**src/rtl/cache_flush_sequencer.sv**
```systemverilog
// Walks every cache set on a flush request and writes back each valid dirty way via WbReq/WbAck.
// Define CACHE_FLUSH_INVALIDATE_EN to also clear valid bits, leaving the cache empty after DONE.
module cache_flush_sequencer #(
   parameter int unsigned NUMWAYS  = 4,
   parameter int unsigned SETLEN   = 7,
   parameter int unsigned NUMLINES = 128
) (
   input  logic               i_clk,
   input  logic               i_reset,
   input  logic               i_flush_req,
   output logic               o_flush_busy,
   output logic               o_flush_done,
   output logic [SETLEN-1:0]  o_flush_adr,
   output logic [NUMWAYS-1:0] o_flush_way,
   output logic               o_array_rd_en,
   input  logic [NUMWAYS-1:0] i_valid_way,
   input  logic [NUMWAYS-1:0] i_dirty_way,
   output logic               o_wb_req,
   input  logic               i_wb_ack,
   output logic               o_clear_dirty,
   output logic               o_clear_valid
);

   typedef enum logic [3:0] {
      StIdle,
      StRead,
      StCheck,
      StSel,
      StWb,
      StClr,
      StNext,
`ifdef CACHE_FLUSH_INVALIDATE_EN
      StInv,
`endif
      StDone
   } state_e;

   localparam logic [SETLEN-1:0] LastSet = SETLEN'(NUMLINES - 1);

   state_e             r_state, w_state_next;
   logic [SETLEN-1:0]  r_count, w_count_next;
   logic [NUMWAYS-1:0] r_mask, w_mask_next;
   logic [NUMWAYS-1:0] r_way, w_way_next;
   logic [NUMWAYS-1:0] w_mask_low;
   logic               w_advance;
`ifdef CACHE_FLUSH_INVALIDATE_EN
   logic [NUMWAYS-1:0] r_valid, w_valid_next;
   logic [NUMWAYS-1:0] w_valid_low;

   assign w_valid_low = r_valid & (~r_valid + NUMWAYS'(1));
`endif

   // Two's-complement trick isolates the lowest set bit.
   assign w_mask_low   = r_mask & (~r_mask + NUMWAYS'(1));
   assign o_flush_adr  = r_count;
   assign o_flush_busy = (r_state != StIdle);

   always_ff @(posedge i_clk or posedge i_reset) begin
      if (i_reset) begin
         r_state <= StIdle;
         r_count <= '0;
         r_mask  <= '0;
         r_way   <= '0;
`ifdef CACHE_FLUSH_INVALIDATE_EN
         r_valid <= '0;
`endif
      end else begin
         r_state <= w_state_next;
         r_count <= w_count_next;
         r_mask  <= w_mask_next;
         r_way   <= w_way_next;
`ifdef CACHE_FLUSH_INVALIDATE_EN
         r_valid <= w_valid_next;
`endif
      end
   end

   always_comb begin
      w_state_next  = r_state;
      w_count_next  = r_count;
      w_mask_next   = r_mask;
      w_way_next    = r_way;
`ifdef CACHE_FLUSH_INVALIDATE_EN
      w_valid_next  = r_valid;
`endif
      w_advance     = 1'b0;
      o_flush_way   = '0;
      o_array_rd_en = 1'b0;
      o_wb_req      = 1'b0;
      o_clear_dirty = 1'b0;
      o_clear_valid = 1'b0;
      o_flush_done  = 1'b0;

      unique case (r_state)
         StIdle: begin
            if (i_flush_req) begin
               w_state_next = StRead;
               w_count_next = '0;
            end
         end
         StRead: begin
            o_array_rd_en = 1'b1;
            w_state_next  = StCheck;
         end
         StCheck: begin
            w_mask_next  = i_valid_way & i_dirty_way;
`ifdef CACHE_FLUSH_INVALIDATE_EN
            w_valid_next = i_valid_way;
`endif
            w_state_next = ((i_valid_way & i_dirty_way) != '0) ? StSel : StNext;
         end
         StSel: begin
            o_flush_way  = w_mask_low;
            w_way_next   = w_mask_low;
            w_state_next = StWb;
         end
         StWb: begin
            o_flush_way = r_way;
            o_wb_req    = 1'b1;
            if (i_wb_ack) begin
               w_state_next = StClr;
            end
         end
         StClr: begin
            o_flush_way   = r_way;
            o_clear_dirty = 1'b1;
`ifdef CACHE_FLUSH_INVALIDATE_EN
            o_clear_valid = 1'b1;
            w_valid_next  = r_valid & ~r_way;
`endif
            w_mask_next   = r_mask & ~r_way;
            w_state_next  = ((r_mask & ~r_way) != '0) ? StSel : StNext;
         end
         StNext: begin
`ifdef CACHE_FLUSH_INVALIDATE_EN
            // Dirty ways were already invalidated in StClr; only clean valid ways remain.
            if (r_valid != '0) begin
               w_state_next = StInv;
            end else begin
               w_advance = 1'b1;
            end
`else
            w_advance = 1'b1;
`endif
         end
`ifdef CACHE_FLUSH_INVALIDATE_EN
         StInv: begin
            o_flush_way   = w_valid_low;
            o_clear_valid = 1'b1;
            w_valid_next  = r_valid & ~w_valid_low;
            if ((r_valid & ~w_valid_low) == '0) begin
               w_advance = 1'b1;
            end
         end
`endif
         StDone: begin
            o_flush_done = 1'b1;
            w_count_next = '0;
            w_state_next = StIdle;
         end
         default: begin
            w_state_next = StIdle;
         end
      endcase

      if (w_advance) begin
         if (r_count == LastSet) begin
            w_state_next = StDone;
         end else begin
            w_count_next = r_count + SETLEN'(1);
            w_state_next = StRead;
         end
      end
   end

endmodule

```
**config.mk**
```make
export PLATFORM = sky130hd
export DESIGN_NAME = cache_flush_sequencer
export DESIGN_NICKNAME = d
export VERILOG_FILES = /design/src/rtl/cache_flush_sequencer.sv
export SDC_FILE = /design/constraint.sdc
export NUM_CORES = 1
export LEC_CHECK = 0
export ABC_CLOCK_PERIOD_IN_PS = 4500
export BUFFER_PORTS_ARGS = -buffer_cell sky130_fd_sc_hd__buf_2
export CELL_PAD_IN_SITES_DETAIL_PLACEMENT = 2
export CELL_PAD_IN_SITES_GLOBAL_PLACEMENT = 2
export CORE_ASPECT_RATIO = 1.25
export CORE_MARGIN = 2
export CORE_UTILIZATION = 33
export DETAILED_ROUTE_END_ITERATION = 6
export PLACE_DENSITY_LB_ADDON = 0.1
export SLEW_MARGIN = 20
export SYNTH_ARGS = -nofsm -noshare
export SYNTH_HDL_FRONTEND = slang
export SYNTH_SLANG_ARGS = --single-unit
export TNS_END_PERCENT = 100
```
**constraint.sdc**
```tcl
create_clock -name i_clk -period 4.5 [get_ports i_clk]
set_clock_uncertainty 0.2 [all_clocks]
set_input_delay 0.675 -clock i_clk [delete_from_list [all_inputs] [get_ports i_clk]]
set_output_delay 0.675 -clock i_clk [all_outputs]
set_load 0.005 [all_outputs]
```
=== Word-level counts from Yosys, hierarchy flattened ===
Cells that the tools add are included.
Widths: inputs -> output; s select.

* Logic and storage cells: 47
* Flip-flop bits (word level): 19

* Muxes and demuxes: 18
* Bitwise gates (word level): 5
* $add $sub $neg: 2
* Reductions and logical operators: 7
* Equal/unequal tests: 11

{| class="wikitable"
|+ Operators with widths
! cell !! count
|-
| $pmux 4 s7 || 1
|-
| $mux 7 || 3
|-
| $eq 4x3->1 const B || 4
|-
| $pmux 4 s2 || 2
|-
| $pmux 7 s2 || 1
|-
| $and 4x4->4 || 3
|-
| $mux 4 || 3
|-
| $reduce_bool 4->1 || 3
|-
| $mux 3 || 3
|-
| $eq 4x2->1 const B || 2
|-
| $not 4->4 || 2
|-
| $add 7x1->7 const B || 1
|-
| $eq 7x7->1 const B || 1
|-
| $ne 3x3->1 const B || 2
|-
| $mux 1 || 5
|-
| $add 4x1->4 const B || 1
|-
| $eq 4x1->1 const B || 1
|-
| $logic_not 4->1 || 1
|-
| $reduce_and 3->1 || 1
|-
| $ne 2x2->1 const B || 1
|-
| $reduce_bool 2->1 || 1
|-
| $reduce_or 2->1 || 1
|}

=== Depth between registers and ports, before layout ===
Gate-level depths: netlist of run 1.

* Depth in word-level cells: 6
* Mapped depth: 5

=== Worst setup path after synthesis of run 1 ===
Ideal clock, no wire load.

* Path type: register -> output
* Start: register r_state[2]
* End: output o_flush_way[3]
* Arrival: 1214 ps
* Data required time: 3625 ps
* Path buffers: 0
* Path slack: 2411 ps
* Cell stages (with the launch flop): 5
* Cell sequence: dfrtp_1 -> nand3b_1 -> nor3_1 -> and3b_1 -> a21o_1

* Word-level cells in the longest chain between the ends: 3

{| class="wikitable"
|+ Ends and longest elaborated chain
! item !! line !! text
|-
| start: declaration || 40 || <nowiki>state_e r_state, w_state_next;</nowiki>
|-
| start signal: assignment || 60 || <nowiki>r_state <= StIdle;</nowiki>
|-
| start signal: assignment || 68 || <nowiki>r_state <= w_state_next;</nowiki>
|-
| $eq 4x3->1 || 94 || <nowiki>unique case (r_state)</nowiki>
|-
| $reduce_or 2->1 (no source line) || n/a ||
|-
| $pmux 4 s2 * || 94 ||
|-
| end: declaration || 14 || <nowiki>output logic [NUMWAYS-1:0] o_flush_way,</nowiki>
|}

Mark *: on every way between the ends. The rest lies on a longest branch, timed or not.

=== Worst setup path after layout of run 1 ===
* Start: register r_state[1]
* End: output o_flush_way[3]

Same word-level chain as after synthesis.

==> impl_metrics.yaml, run 1 <==
run_status:
  status: "finished clean"
sta:
  maxSlewHeadroom: 0.498
  fin_hold_ws_ps: 289
  max_freq_ghz: 0.354
  slew_violations: 0
  finalHoldViolations: 0
  tns_ps: 0
  finalCritPeriodShare: 0.628
  setup_ws_ps: 1670
  worst_pin_slew_ps: 752
  setup_viol: 0
  min_period_ps: 2830
  rsz0062_at_grt: "false"
setup_path:
  critPathKind: "register to primary output"
  required_ps: 3620
  worstReg2RegStart: "o_flush_adr[0]"
  critPathLaunchType: "register"
  critPathArrivalTime_ps: 1950
  cp-end-kind: "primary output"
  worstPathMaxFanout: 13
  worstSetupStartpoint: "r_state[1]"
global_route:
  met3_usage: 0.0243
  grt_pass1_vias: 972
  antenna_found_initial: 0
  grt_max_degree: 19
  top_usage_layer: "met2"
  met1_usage: 0.212
  gr-total-overflow: 0
  gr-usage-met2: 0.282
  gr-usage-all-layers: 0.168
  grt_pass1_wl_um: 4460
cts:
  htree_levels: 1
  cts_buffers: 3
  clk_pin_slew_ps: 110
  cts_sinks: 18
  postCtsHoldBufs: 0
  insertion_delay_ps: 300
  cts_buffer_depth: 2
  root_buffer: "clkbuf_4"
  cts_tree: "built"
  cts_resized: 0
  post_cts_buffers: 0
pwr:
  p_seq_frac: 0.437
  p_comb_frac: 0.409
  p_sw_mw: 0.288
  irDropWorstVdd_mv: 0.244
  clkPwrFrac: 0.154
  swShare: 0.428
  internal-power_mw: 0.385
  cellPowerDensity_nw_per_um2: 542
  leakage_nw: 0.671
yosys:
  synth_top_area_frac: 0.428
  synthFlopType: "dfrtp_1"
  yosysSeqAreaShare: 0.428
  synth_most_common_cell: "nand2_1"
  netlist_area_um2: 1050
  synth_area_leaders: "dfrtp_1 43%, nand2_1 7.1%, mux2i_1 4.8%, o21ai_0 4.3%, a32o_1 3.8%"
  synthArstFlopShare: 1.00
  syn-instance-count: 111
  ys_ff_latch: 18
  avgSynthCellArea_um2: 9.48
  synth_edf_count: 0
  synth_largest_area_cell: "dfrtp_1"
  synth_common_cells: "20 x nand2_1, 18 x dfrtp_1, 9 x o21ai_0"
  synth_cell_type_count: 33
  syn_nets: 124
  ys_warn_count: 0
die:
  die_w_um: 54.5
  die_h_um: 67.1
  start_util: 0.351
  ios: 29
  die_area_um2: 3660
  core-area_um2: 3000
  row_count: 22
layout:
  areaGrowthSynthToFinish_pct: 18.0
  final_layout_size_suffix_gt1_frac: 0.254
  final_net_count: 152
  fill_cells: 360
  fin_util: 0.414
  insertedDiodeCount: 0
  fin_cells: 174
placed_design:
  placedCellCount: 170
  dp_slack_ps: 1970
  dp_hpwl_um: 2100
  io_buffers: 27
  gp_congestion: 0.711
routing:
  wirelength_um: 2740
  vias: 932
  firstDrtPassIters: 4
  first_iter_violations: 10
  ant_nets: 0
  wl_per_cell_um: 15.7
  drc: 0
  vias_per_cell: 5.36
hold_path:
  hp-class: "primary input to asynchronous set/reset pin"
job:
  drv_cap: 0
## logic make-up (layout without fill, tap and decap cells)
logic type | count (synthesis) | in the layout | synth area share
compound gates | 31 | 31 | 0.243
other cells | 1 | 1 | 0.00356
buf+inv | 9 | 36 | 0.0440
mux | 5 | 5 | 0.0476
fa+ha+maj | 1 | 1 | 0.0119
simple gates | 46 | 46 | 0.222
flops | 18 | 18 | 0.428
## critical path, cell delays in order (launching register included)
cell,delay (ps)
dfrtp_1,610
nand3b_1,310
nor3_1,320
and3b_1,230
a21o_1,90
buf_2,100
## layout make-up
class | count | area [um^2] | area share
Timing Repair Buffer | 27 | 135 | 0.109
Clock buffer | 4 | 36.3 | 0.0292
Sequential cell | 18 | 450 | 0.363
Inverter | 5 | 18.8 | 0.0151
Tap cell | 36 | 45.0 | 0.0363
Multi-Input combinational cell | 84 | 556 | 0.448
## sequential cells by signal (all words and copies together), names as in the netlist
| register | flops |
|---|---|
| r_mask | 4 |
| r_way | 4 |
| r_state | 3 |
| o_flush_adr | 7 |
## power by group through the flow
stage	registers, mW	clock network (mW)	logic, mW
4_1_cts	0.294	0.109	0.283
2_1_floorplan	0.250	0	0.236
3_5_place_dp	0.296	0	0.281
6_report	0.294	0.103	0.275
3_3_place_gp	0.290	0	0.271
5_1_grt	0.306	0.116	0.314
## cell usage in the layout (no fill, tap or decap), types with 4 or more instances in the layout
| master | n |
|---|---|
| a32o_1 | 4 |
| nor2_1 | 7 |
| o21ai_0 | 9 |
| buf_2 | 27 |
| nor3_1 | 4 |
| dfrtp_1 | 18 |
| nand2_1 | 20 |
| inv_1 | 5 |
| mux2i_1 | 5 |
## final timing paths
| check | end | slack, ps | cells past startpoint |
|---|---|---|---|
| min in group i_clk | o_flush_adr[2] | 320 | 1 |
| max | o_flush_way[3] | 1670 | 5 |
| max in group asynchronous | r_mask[0] | 3340 | 2 |
| min | o_flush_adr[2] | 290 | 2 |
| max reg2reg | o_flush_adr[5] | 2640 | 5 |
| min reg2reg | o_flush_adr[2] | 320 | 1 |
## metal layers
| layer | vias up | wire length (um) |
|---|---|---|
| met4 | 0 | 36 |
| met5 | - | 0 |
| met3 | 4 | 93 |
| met2 | 18 | 1370 |
| li1 | 453 | - |
| met1 | 457 | 1240 |
## through the flow
stage / power [mW] / cell area, um^2
detailed placement: 0.577 / 1200
floorplan: 0.486 / 1050
global placement: 0.561 / 1200
global route: 0.736 / 1240
finish: 0.672 / 1240
CTS: 0.687 / 1240
Note: power is estimated with default switching activity, not from simulation.
==> run 2: changes to the inputs <==
--- a/config.mk
+++ b/config.mk
@@ -5,13 +5,13 @@
 export SDC_FILE = /design/constraint.sdc
 export NUM_CORES = 1
 export LEC_CHECK = 0
-export ABC_CLOCK_PERIOD_IN_PS = 4500
+export ABC_CLOCK_PERIOD_IN_PS = 2500
 export BUFFER_PORTS_ARGS = -buffer_cell sky130_fd_sc_hd__buf_2
 export CELL_PAD_IN_SITES_DETAIL_PLACEMENT = 2
 export CELL_PAD_IN_SITES_GLOBAL_PLACEMENT = 2
 export CORE_ASPECT_RATIO = 1.25
 export CORE_MARGIN = 2
-export CORE_UTILIZATION = 33
+export CORE_UTILIZATION = 27
 export DETAILED_ROUTE_END_ITERATION = 6
 export PLACE_DENSITY_LB_ADDON = 0.1
 export SLEW_MARGIN = 20
==> constraint.sdc (replaced) <==
create_clock -name i_clk -period 2.5 [get_ports i_clk]
set_clock_uncertainty 0.2 [all_clocks]
set_input_delay 0.375 -clock i_clk [delete_from_list [all_inputs] [get_ports i_clk]]
set_output_delay 0.375 -clock i_clk [all_outputs]
set_load 0.005 [all_outputs]
==> impl_metrics.yaml, run 2 (synthesis results as in run 1) <==
hold_path:
  hp-class: "primary input to asynchronous set/reset pin"
pwr:
  p_comb_frac: 0.462
  cellPowerDensity_nw_per_um2: 1020
  internal-power_mw: 0.775
  p_sw_mw: 0.541
  irDropWorstVdd_mv: 0.287
  swShare: 0.411
  leakage_nw: 0.694
  p_seq_frac: 0.351
  clkPwrFrac: 0.187
  power.total_mw: 1.32
routing:
  first_iter_violations: 24
  wl_per_cell_um: 16.7
  wirelength_um: 3020
  firstDrtPassIters: 4
  ant_nets: 0
  vias_per_cell: 5.27
  drc: 0
  vias: 953
die:
  start_util: 0.280
  die_h_um: 73.8
  core-area_um2: 3750
  ios: 29
  die_w_um: 59.8
  row_count: 25
  die_area_um2: 4420
layout:
  final_layout_size_suffix_gt1_frac: 0.270
  fill_cells: 437
  post-route-cell-area_um2: 1290
  layout_commonest_cell: "buf_2"
  final_net_count: 155
  areaGrowthSynthToFinish_pct: 22.4
  largest_reg_flops: 7
  insertedDiodeCount: 0
  final_cell_mix: "27 x buf_2, 20 x nand2_1, 18 x dfrtp_1"
run_status:
  status: "finished clean"
cts:
  postCtsHoldBufs: 0
  post_cts_buffers: 0
  root_buffer: "clkbuf_8"
  cts_resized: 0
  cts_buffers: 3
  cts_tree: "built"
  clk_pin_slew_ps: 70
  htree_levels: 1
  cts_buffer_depth: 2
  cts_sinks: 18
  insertion_delay_ps: 260
placed_design:
  io_buffers: 27
  gp_congestion: 0.729
  place_area_um2: 1230
  dp_hpwl_um: 2270
global_route:
  gr-total-overflow: 0
  antenna_found_initial: 0
  grt_pass1_wl_um: 4890
  gr-usage-all-layers: 0.155
  grt_pass1_vias: 988
  grt_max_degree: 19
sta:
  setup_viol: 0
  finalHoldViolations: 0
  tns_ps: 0
  min_period_ps: 2260
  finalCritPeriodShare: 0.904
  max_freq_ghz: 0.443
  maxSlewHeadroom: 0.496
  slew_violations: 0
  rsz0062_at_grt: "false"
  worst_pin_slew_ps: 755
setup_path:
  critPathKind: "register to primary output"
  reg2reg_depth: 5
  required_ps: 1920
  cp-end-kind: "primary output"
  worstPathMaxFanout: 8
  rrSetupSlack_ps: 610
  critPathArrivalTime_ps: 1680
  critPathLaunchType: "register"
job:
  drv_cap: 0
-- run 2: layout make-up --
cell class | count | area, um^2 | area share
Multi-Input combinational cell | 84 | 556 | 0.431
Timing Repair Buffer | 30 | 158 | 0.122
Tap cell | 40 | 50.0 | 0.0389
Inverter | 5 | 18.8 | 0.0146
Sequential cell | 18 | 450 | 0.350
Clock buffer | 4 | 55.1 | 0.0428
-- run 2: worst paths after layout --
check                          startpoint             end
max reg2reg                o_flush_adr[0]  o_flush_adr[5]
max                            r_state[2]  o_flush_way[3]
min in group i_clk         i_dirty_way[0]       r_mask[0]
min                               i_reset  o_flush_adr[2]
max in group asynchronous         i_reset      r_state[1]
min reg2reg                o_flush_adr[3]  o_flush_adr[3]
-- run 2: routing by layer --
metal,up-vias,GRT usage,share of wire
li1,459,-,-
met1,472,0.173,0.40
met2,18,0.274,0.55
met3,4,0.0229,0.030
met4,0,0.0815,0.020
met5,-,0,0
-- run 2: power by group through the flow --
stage	clock (mW)	combinational, mW	sequential [mW]
global placement	0	0.599	0.467
floorplan	0	0.425	0.450
global route	0.266	0.700	0.482
detailed placement	0	0.616	0.470
CTS	0.258	0.623	0.466
finish	0.246	0.607	0.462
-- run 2: stage by stage --
stage | hold WS (ps) | utilization | cells | setup WS [ps]
final | 38.1 | 0.343 | 181 | 241
after global routing | 82.5 | 0.343 | 181 | 9.86
after CTS | 58.2 | 0.343 | 181 | 192
after detailed placement | 313 | 0.328 | 177 | 496
after global placement | 310 | 0.328 | 177 | 597
after floorplan | 114 | - | 111 | 711
-- run 2: critical path, stage by stage (launching register included) --
cell      delay (ps)
dfrtp_1          380
nand3b_1         300
nor3_1           320
and3b_1          240
a21o_1            90
buf_2            100
